==> src/rtl/cpu_ctrl_pkg.sv <==
// Shared types and constants for the cpu boot/run controller.
package cpu_ctrl_pkg;

    localparam int unsigned WORD_W     = 32;
    localparam int unsigned BYTE_SHIFT = 2;

    typedef enum logic [2:0] {
        IDLE,
        LOAD,
        SETTLE,
        RUN,
        DONE
    } state_t;

endpackage

==> src/rtl/pc_loop_detect.sv <==
// Flags a cpu that has presented the same pc for LOOP_DETECT consecutive run cycles.
module pc_loop_detect
    import cpu_ctrl_pkg::*;
#(
    parameter int unsigned LOOP_DETECT = 4
) (
    input  logic              clock,
    input  logic              reset,
    input  logic              clear,
    input  logic              enable,
    input  logic [WORD_W-1:0] pc,
    output logic              loop
);

    localparam int unsigned CNT_W = $clog2(LOOP_DETECT + 1);
    localparam logic [CNT_W-1:0] LOOP_MAX = CNT_W'(LOOP_DETECT);

    logic [WORD_W-1:0] last_pc;
    logic [CNT_W-1:0]  run_len;
    logic [CNT_W-1:0]  run_len_next;

    // run_len == 0 means no pc has been seen since the last clear
    always_comb begin
        run_len_next = CNT_W'(1);
        if (run_len != '0 && pc == last_pc) begin
            run_len_next = (run_len >= LOOP_MAX) ? run_len : run_len + CNT_W'(1);
        end
        loop = enable && (run_len_next >= LOOP_MAX);
    end

    always_ff @(posedge clock) begin
        if (!reset) begin
            last_pc <= '0;
            run_len <= '0;
        end else if (clear) begin
            run_len <= '0;
        end else if (enable) begin
            last_pc <= pc;
            run_len <= run_len_next;
        end
    end

endmodule

==> src/rtl/cpu_boot_ctrl.sv <==
// Boot and run sequencer: streams a program into imem while the cpu is held in reset,
// then releases the cpu and watches its pc for a halt address, a self-loop or budget expiry.
module cpu_boot_ctrl
    import cpu_ctrl_pkg::*;
#(
    parameter int unsigned IMEM_WORDS     = 64,
    parameter int unsigned SETTLE_CYCLES  = 2,
    parameter int unsigned MAX_RUN_CYCLES = 1024,
    parameter int unsigned LOOP_DETECT    = 4,
    localparam int unsigned IDX_W         = $clog2(IMEM_WORDS)
) (
    input  logic              clock,
    input  logic              reset,
    input  logic              start,
    input  logic              load_valid,
    output logic              load_ready,
    input  logic [WORD_W-1:0] load_addr,
    input  logic [WORD_W-1:0] load_data,
    input  logic              load_last,
    input  logic [WORD_W-1:0] halt_addr,
    output logic              imem_we,
    output logic [IDX_W-1:0]  imem_widx,
    output logic [WORD_W-1:0] imem_wdata,
    output logic              cpu_reset,
    input  logic [WORD_W-1:0] cpu_pc,
    output logic              busy,
    output logic              done,
    output logic              timeout,
    output logic              load_err,
    output logic [WORD_W-1:0] run_cycles
);

    localparam int unsigned SET_W = (SETTLE_CYCLES > 1) ? $clog2(SETTLE_CYCLES) : 1;
    // A zero setting still spends one cycle in SETTLE so the last imem write lands
    localparam logic [SET_W-1:0] SETTLE_LAST =
        (SETTLE_CYCLES > 1) ? SET_W'(SETTLE_CYCLES - 1) : '0;
    localparam logic [WORD_W-1:0] IMEM_LIMIT = WORD_W'(IMEM_WORDS);
    localparam logic [WORD_W-1:0] RUN_LIMIT  = WORD_W'(MAX_RUN_CYCLES);

    state_t            state;
    logic [SET_W-1:0]  settle_cnt;
    logic              handshake;
    logic              addr_ok;
    logic              pc_hit;
    logic              loop_hit;
    logic              budget_hit;
    logic              loop_clear;
    logic              run_en;
    logic [WORD_W-1:0] run_next;

    always_comb begin
        load_ready = (state == LOAD);
        handshake  = load_valid && load_ready;
        addr_ok    = (load_addr[BYTE_SHIFT-1:0] == '0) &&
                     ((load_addr >> BYTE_SHIFT) < IMEM_LIMIT);
        run_next   = (run_cycles == '1) ? run_cycles : run_cycles + WORD_W'(1);
        pc_hit     = (cpu_pc == halt_addr);
        budget_hit = (run_next >= RUN_LIMIT);
        loop_clear = (state == SETTLE) && (settle_cnt == SETTLE_LAST);
        run_en     = (state == RUN);
        cpu_reset  = (state != RUN);
        busy       = (state == LOAD) || (state == SETTLE) || (state == RUN);
        done       = (state == DONE);
    end

    pc_loop_detect #(
        .LOOP_DETECT(LOOP_DETECT)
    ) u_loop_detect (
        .clock (clock),
        .reset (reset),
        .clear (loop_clear),
        .enable(run_en),
        .pc    (cpu_pc),
        .loop  (loop_hit)
    );

    always_ff @(posedge clock) begin
        if (!reset) begin
            state      <= IDLE;
            settle_cnt <= '0;
            imem_we    <= 1'b0;
            imem_widx  <= '0;
            imem_wdata <= '0;
            timeout    <= 1'b0;
            load_err   <= 1'b0;
            run_cycles <= '0;
        end else begin
            imem_we <= 1'b0;
            unique case (state)
                IDLE, DONE: begin
                    if (start) begin
                        state      <= LOAD;
                        timeout    <= 1'b0;
                        load_err   <= 1'b0;
                        run_cycles <= '0;
                    end
                end
                LOAD: begin
                    if (handshake) begin
                        if (addr_ok) begin
                            imem_we    <= 1'b1;
                            imem_widx  <= load_addr[BYTE_SHIFT +: IDX_W];
                            imem_wdata <= load_data;
                        end else begin
                            load_err <= 1'b1;
                        end
                        if (load_last) begin
                            state      <= SETTLE;
                            settle_cnt <= '0;
                        end
                    end
                end
                SETTLE: begin
                    if (settle_cnt == SETTLE_LAST) begin
                        state <= RUN;
                    end else begin
                        settle_cnt <= settle_cnt + SET_W'(1);
                    end
                end
                RUN: begin
                    run_cycles <= run_next;
                    // halt and loop outrank the budget, so a coincident halt is not a timeout
                    if (pc_hit || loop_hit) begin
                        state <= DONE;
                    end else if (budget_hit) begin
                        state   <= DONE;
                        timeout <= 1'b1;
                    end
                end
                default: state <= IDLE;
            endcase
        end
    end

endmodule

==> config.mk <==
export PLATFORM = sky130hd
export DESIGN_NAME = cpu_boot_ctrl
export DESIGN_NICKNAME = d
export VERILOG_FILES = /design/src/rtl/cpu_ctrl_pkg.sv /design/src/rtl/pc_loop_detect.sv /design/src/rtl/cpu_boot_ctrl.sv
export SDC_FILE = /design/constraint.sdc
export NUM_CORES = 1
export LEC_CHECK = 0
export ABC_AREA = 1
export ABC_CLOCK_PERIOD_IN_PS = 2000
export CAP_MARGIN = 20
export CORE_ASPECT_RATIO = 1.75
export CORE_MARGIN = 10
export CORE_UTILIZATION = 42
export CTS_CLUSTER_DIAMETER = 200
export DETAILED_ROUTE_END_ITERATION = 6
export HOLD_SLACK_MARGIN = 0.15
export PLACE_DENSITY_LB_ADDON = 0.1
export SETUP_SLACK_MARGIN = 0.05
export SLEW_MARGIN = 20
export SYNTH_ARGS = -nofsm -noshare
export SYNTH_HDL_FRONTEND = slang
export SYNTH_SLANG_ARGS = --single-unit
==> constraint.sdc <==
create_clock -name clock -period 2 [get_ports clock]
set_input_delay 0.4 -clock clock [delete_from_list [all_inputs] [get_ports clock]]
set_output_delay 0.4 -clock clock [all_outputs]
set_load 0.02 [all_outputs]
-- After elaboration in Yosys (flattened, before gate mapping)
Index checks and enable logic that the tools add are counted.
- add/subtract/negate cells: 3
- $lt $le $gt $ge: 4
- equality and inequality tests: 16
- multiplexer cells: 24
- bitwise operators: 2
- reductions and logical operators: 24
- operators by type and width (kind ; number):
    32-bit equality test ; 2
    32-bit two-way mux ; 2
    32-bit case mux with 2 select lines ; 1
    32-bit by 1-bit adder with 32-bit output, second input constant ; 1
    32-bit equality test, second input constant ; 1
    32-bit by 11-bit >= comparator with 1-bit output, second input constant ; 1
    30-bit by 7-bit < comparator with 1-bit output, second input constant ; 1
    3-bit two-way mux ; 8
    3-bit case mux with 4 select lines ; 1
    2-bit inequality test, second input constant ; 5
    1-bit two-way mux ; 9
    3-bit AND reduction ; 3
    4-bit AND reduction ; 2
    3-bit by 2-bit equality test with 1-bit output, second input constant ; 2
    3-bit >= comparator, second input constant ; 2
    1-bit case mux with 2 select lines ; 3
    2-bit nonzero test ; 3
    1-bit logical AND ; 5
    5-bit AND reduction ; 1
    2-bit by 1-bit inequality test with 1-bit output, second input constant ; 2
    2-bit AND reduction ; 2
    2-bit OR reduction ; 2
    3-bit by 1-bit adder with 3-bit output, second input constant ; 1
    3-bit by 1-bit equality test with 1-bit output, second input constant ; 1
    other kinds (9) ; 12
- register bits after elaboration: 112
- output and inout port bits: 77
- word-level logic and storage cells: 83

-- Depth between registers and ports, before layout
Gate-level depths: netlist of run 1.
- word-level depth: 8
- depth in mapped cells: 16
- gate-level depth less buffers: 16

-- Modules after synthesis
From an unflattened synthesis of run 1, not the netlist that was laid out.
- cell total of the unflattened synthesis: 1016
- area total of the unflattened synthesis: 6468.7 sq um
- by module, submodules not included (module ; instances ; cells an instance ; area each (sq um) ; sequential area each (sq um)):
    cpu_boot_ctrl ; 1 ; 737 ; 4615.7 ; 1541.5
    pc_loop_detect ; 1 ; 279 ; 1853.0 ; 700.7

-- Least setup slack after synthesis of run 1
Ideal clock, no wire load.
- path kind: flip-flop to flip-flop
- start: register run_cycles[0]
- end: register state[1]
- arrival: 2117 ps
- data required time: 1885 ps
- setup slack: -232 ps
- stages on the path, launching flop included: 15
- buffers on the path: 1
- period minus slack after synthesis: 2232 ps
- path through: dfxtp_1 ha_1 buf_4 nand2_1 nor2_4 nand2_4 nor2_4 xnor2_1 nand3_1 nor2_1 nand2_1 nor2_2 nand3_2 a21oi_1 nor2_1
- word-level cells in the longest chain between the ends: 5
- RTL lines (element ; RTL line ; source):
    start: declaration ; cpu_boot_ctrl.sv:30 ; output logic [WORD_W-1:0] run_cycles
    start signal: assignment ; cpu_boot_ctrl.sv:121 ; run_cycles <= run_next;
    32-bit by 1-bit adder with 32-bit output or 32-bit equality test (tied branches) ; cpu_boot_ctrl.sv:56 ; run_next = (run_cycles == '1) ? run_cycles : run_cycles + WORD_W'(1);
    32-bit two-way mux (*) ; cpu_boot_ctrl.sv:56 ;
    32-bit by 11-bit >= comparator with 1-bit output (*) ; cpu_boot_ctrl.sv:58 ; budget_hit = (run_next >= RUN_LIMIT);
    3-bit inequality test (no line) (*) ; n/a ;
    5-bit AND reduction (no line) (*) ; n/a ;
    end signal: assignment ; cpu_boot_ctrl.sv:79 ; state <= IDLE;
    end signal: assignment ; cpu_boot_ctrl.sv:92 ; state <= LOAD;
    end signal: assignment ; cpu_boot_ctrl.sv:108 ; state <= SETTLE;
    end: declaration ; cpu_boot_ctrl.sv:40 ; state_t state;
Every way passes the cells marked *; elsewhere a longest branch is shown, timed or not.
A chain may end at the register's enable or synchronous reset.

-- Worst setup path in the final report of run 1
- start: register run_cycles[1]
- end: register state[1]
Same word-level chain as after synthesis.

==> impl_metrics.env, run 1 <==
export IMPL_status="finished with violations"
export IMPL_violations="setup timing"
export IMPL_cp_max_fo=5
export IMPL_synth_compound_area_frac=0.114
export IMPL_cp_cell_sequence="ha_4, nand2_4, nor2_4, nand2_4, nor2_4, buf_4, nand2_4, buf_4, nand3_1, nor2_2, nand2_1, nor2_2, nand3_4, nand3_1, nand2_1, nor2_1"
export IMPL_critPathCapture="state[1]$_SDFFE_PN0P_"
export IMPL_antenna_cells=0
export IMPL_yosysSeqAreaShare=0.362
export IMPL_drv_slew=0
export IMPL_reg2reg_depth=16
export IMPL_cts_inserted_buffers=9
export IMPL_portBuffers=209
export IMPL_area_delta_synth_final_pct=62.6
export IMPL_htreeDepth=3
export IMPL_min_period_ps=2170
export IMPL_critPathTopFamily="simple AND/OR/NAND/NOR gates"
export IMPL_drt_first_iter_violations=231
export IMPL_synth_mux_area_frac=0
export IMPL_crit_required_ps=2280
export IMPL_hold_class="primary input to flip-flop"
export IMPL_yosysUniqueCellTypes=38
export IMPL_synthXorXnorAreaFrac=0.0763
export IMPL_die_h_um=181
export IMPL_hold_depth=3
export IMPL_synthAdderAreaFrac=0.00605
export IMPL_first_global_vias=7190
export IMPL_drc_errors=0
export IMPL_ys_warn_count=0
export IMPL_setup_ws_ps=-173
export IMPL_total_power_w=0.00608
export IMPL_core_area_mm2=0.0144
export IMPL_hpwlAfterDp_um=17800
export IMPL_via_per_inst=4.95
export IMPL_die_w_um=112
export IMPL_dieArea_mm2=0.0202
export IMPL_final_nets=1406
export IMPL_cap_violations=0
export IMPL_synth_seq_cells=112
export IMPL_clock_sinks=112
export IMPL_start_util=0.429
export IMPL_routed_wl_um=22700
export IMPL_core_rowCount=58
export IMPL_overflow=0
export IMPL_grt_pass1_wl_um=35800
export IMPL_final_hold_viol_count=0
export IMPL_synthCells=953
export IMPL_ir_worst_vdd_mv=0.418
export IMPL_worstSkewPairLatency_ps=360
export IMPL_crit_path_frequent_cell="nand2_4"
export IMPL_synthSimpleGateAreaFrac=0.375
export IMPL_cp_end_kind="flip-flop"
export IMPL_power_density_mw_per_mm2=603
export IMPL_fmax_mhz=460
export IMPL_max_slew_margin_rel=0.621
export IMPL_setup_viol=5
export IMPL_wl_per_cell_um=15.6
export IMPL_drive_gt1_frac=0.216
export IMPL_cts_root_buf="clkbuf_16"
export IMPL_clock_path_buffers=2
export IMPL_drtPass1Iterations=4
export IMPL_vias=7198
export IMPL_holdWs_ps=468
export IMPL_startpoint_type="flip-flop"
export IMPL_io_pins=210
export IMPL_critPathKind="flip-flop to flip-flop"
export IMPL_tritoncts="done"
export IMPL_antenna_found_initial=0
export IMPL_skew_ps=10.8
export IMPL_synth_top_family_by_area="simple AND/OR/NAND/NOR gates"
export IMPL_rsz0062_at_grt="true"
export IMPL_grt_use_total=0.214
export IMPL_netlist_area_mm2=0.00620
export IMPL_clk_pin_slew_ps=80
export IMPL_tightest_slew_ps=568
export IMPL_timing_rr_start="run_cycles[1]$_SDFFE_PN0P_"
export IMPL_path_depth=16
export IMPL_cpPeakStageDelay_ps=370
export IMPL_crit_arrival_ps=2450
export IMPL_design_area_mm2=0.0101
export IMPL_gp_congestion=1.00
export IMPL_power_leakage_nw=4.27
export IMPL_grt_max_degree=80
export IMPL_avgSynthCellArea_um2=6.51
export IMPL_r2r_slack_ps=-170
export IMPL_ant_nets=0
export IMPL_synth_fp_nets=1089
export IMPL_finalCritPeriodShare=1.09
export IMPL_crit_path_start="run_cycles[1]$_SDFFE_PN0P_"
export IMPL_crit_buf_inv=2
export IMPL_cp_slowest_cell="dfxtp_4"
export IMPL_rr_endpoint="state[1]$_SDFFE_PN0P_"
export IMPL_placed_cell_area_mm2=0.00935
kinds of logic (layout without fill, tap and decap cells):
kind of cell | count (synthesis) | after routing
buf+inv | 106 | 428
simple gates | 543 | 543
flops | 112 | 112
xor+xnor | 54 | 54
fa+ha+maj | 3 | 3
compound gates | 135 | 135
through the flow:
stage,instances,TNS [ps],setup WS [ps],util
after floorplan,953,-6.07,-3.11,-
after global placement,1430,-10260,-320,0.647
after detailed placement,1430,-11430,-348,0.647
after CTS,1450,-318,-132,0.681
after global routing,1455,-1640,-302,0.698
final,1455,-546,-173,0.698
how the worst min path moves through the flow:
| stage | start | endpoint |
|---|---|---|
| final | reset | imem_we$_SDFF_PN0_ |
| after global routing | load_err$_SDFFE_PN0P_ | load_err$_SDFFE_PN0P_ |
| after CTS | load_err$_SDFFE_PN0P_ | load_err$_SDFFE_PN0P_ |
| after detailed placement | load_err$_SDFFE_PN0P_ | load_err$_SDFFE_PN0P_ |
| after global placement | load_err$_SDFFE_PN0P_ | load_err$_SDFFE_PN0P_ |
| after floorplan | u_loop_detect.run_len[2]$_SDFFE_PP0P_ | u_loop_detect.run_len[2]$_SDFFE_PP0P_ |
placed cells by master (no fill, tap or decap), types with 11 or more instances in the layout:
cell type and n:
nand2_1 209, clkdlybuf4s50_1 202, nor2_1 181, buf_4 128, dfxtp_1 88, o21ai_0 74, inv_1 66, a21oi_1 43
xnor2_1 37, nand3_1 33, nor2_2 26, nand2_2 17, dfxtp_2 17, nor2_4 16, xor2_1 16, nand4_1 13
nand3_2 11
final cells by class:
cell class | instances | area (µm²)
well taps | 180 | 225
repair buffers | 342 | 3120
inverters | 70 | 263
clock inverters | 6 | 83.8
multi-input cells | 735 | 3860
fillers | 1214 | 4360
flip-flops and latches | 112 | 2290
clock buffers | 10 | 239
synthesized netlist by cell type, drive strengths merged:
master  count  area [µm²]
nand2     232         891
nor2      223         892
dfxtp     112        2240
o21ai      77         385
inv        68         255
a21oi      46         230
nand3      45         255
xnor2      38         333
clkbuf     28         110
xor2       16         140
nand4      13        81.3
nor3        9        67.6
or2         9        56.3
buf         8        45.0
nand3b      4        30.0
nor4        4        25.0
a211oi      3        22.5
ha          3        37.5
o22ai       3        18.8
clkinv      2        7.51
nor3b       2        15.0
o21bai      2        15.0
a221oi      1        8.76
a31oi       1        6.26
and2        1        6.26
and3        1        6.26
o211ai      1        7.51
o311a       1        10.0
flip-flops by register name, summed over array words and instances (netlist names):
signal                 count
imem_wdata                32
run_cycles                32
u_loop_detect.last_pc     32
imem_widx                  6
state                      3
u_loop_detect.run_len      3
imem_we                    1
load_err                   1
settle_cnt                 1
timeout                    1
worst register-to-register path, cell delays in order (launching register included):
cell and delay (ps):
dfxtp_4 370, ha_4 180, nand2_4 70, nor2_4 50, nand2_4 70, nor2_4 50, buf_4 150, nand2_4 80
buf_4 150, nand3_1 100, nor2_2 180, nand2_1 90, nor2_2 170, nand3_4 130, nand3_1 90, nand2_1 60
nor2_1 120
timing repair:
item                                    in CTS  in global routing
buffers inserted                             4                  5
cloned                                       1                  0
gates resized for setup                     53                 71
endpoints found under the hold margin        0                  0
hold buffers                                 0                  0
endpoints found under the setup margin      17                 56
pin swaps                                   13                 22
layer usage:
metal / track usage / share of wire
met4: 0.0888 / 0.042
met2: 0.412 / 0.55
met5: 0 / 0
met1: 0.205 / 0.35
met3: 0.0577 / 0.058
where the power goes:
group          switching (W)  internal (W)  leakage, nW
combinational       0.000861      0.000751         3.20
clock               0.000917       0.00104        0.158
sequential          0.000127       0.00239        0.918
total                0.00190       0.00418         4.27
(Power assumes the default switching activity.)
==> inputs of run 2 (changes only) <==
- RECOVER_POWER: default -> 25
==> results of run 2 <==
Same layout as run 1: the final DEF is identical, and so are final timing and power.
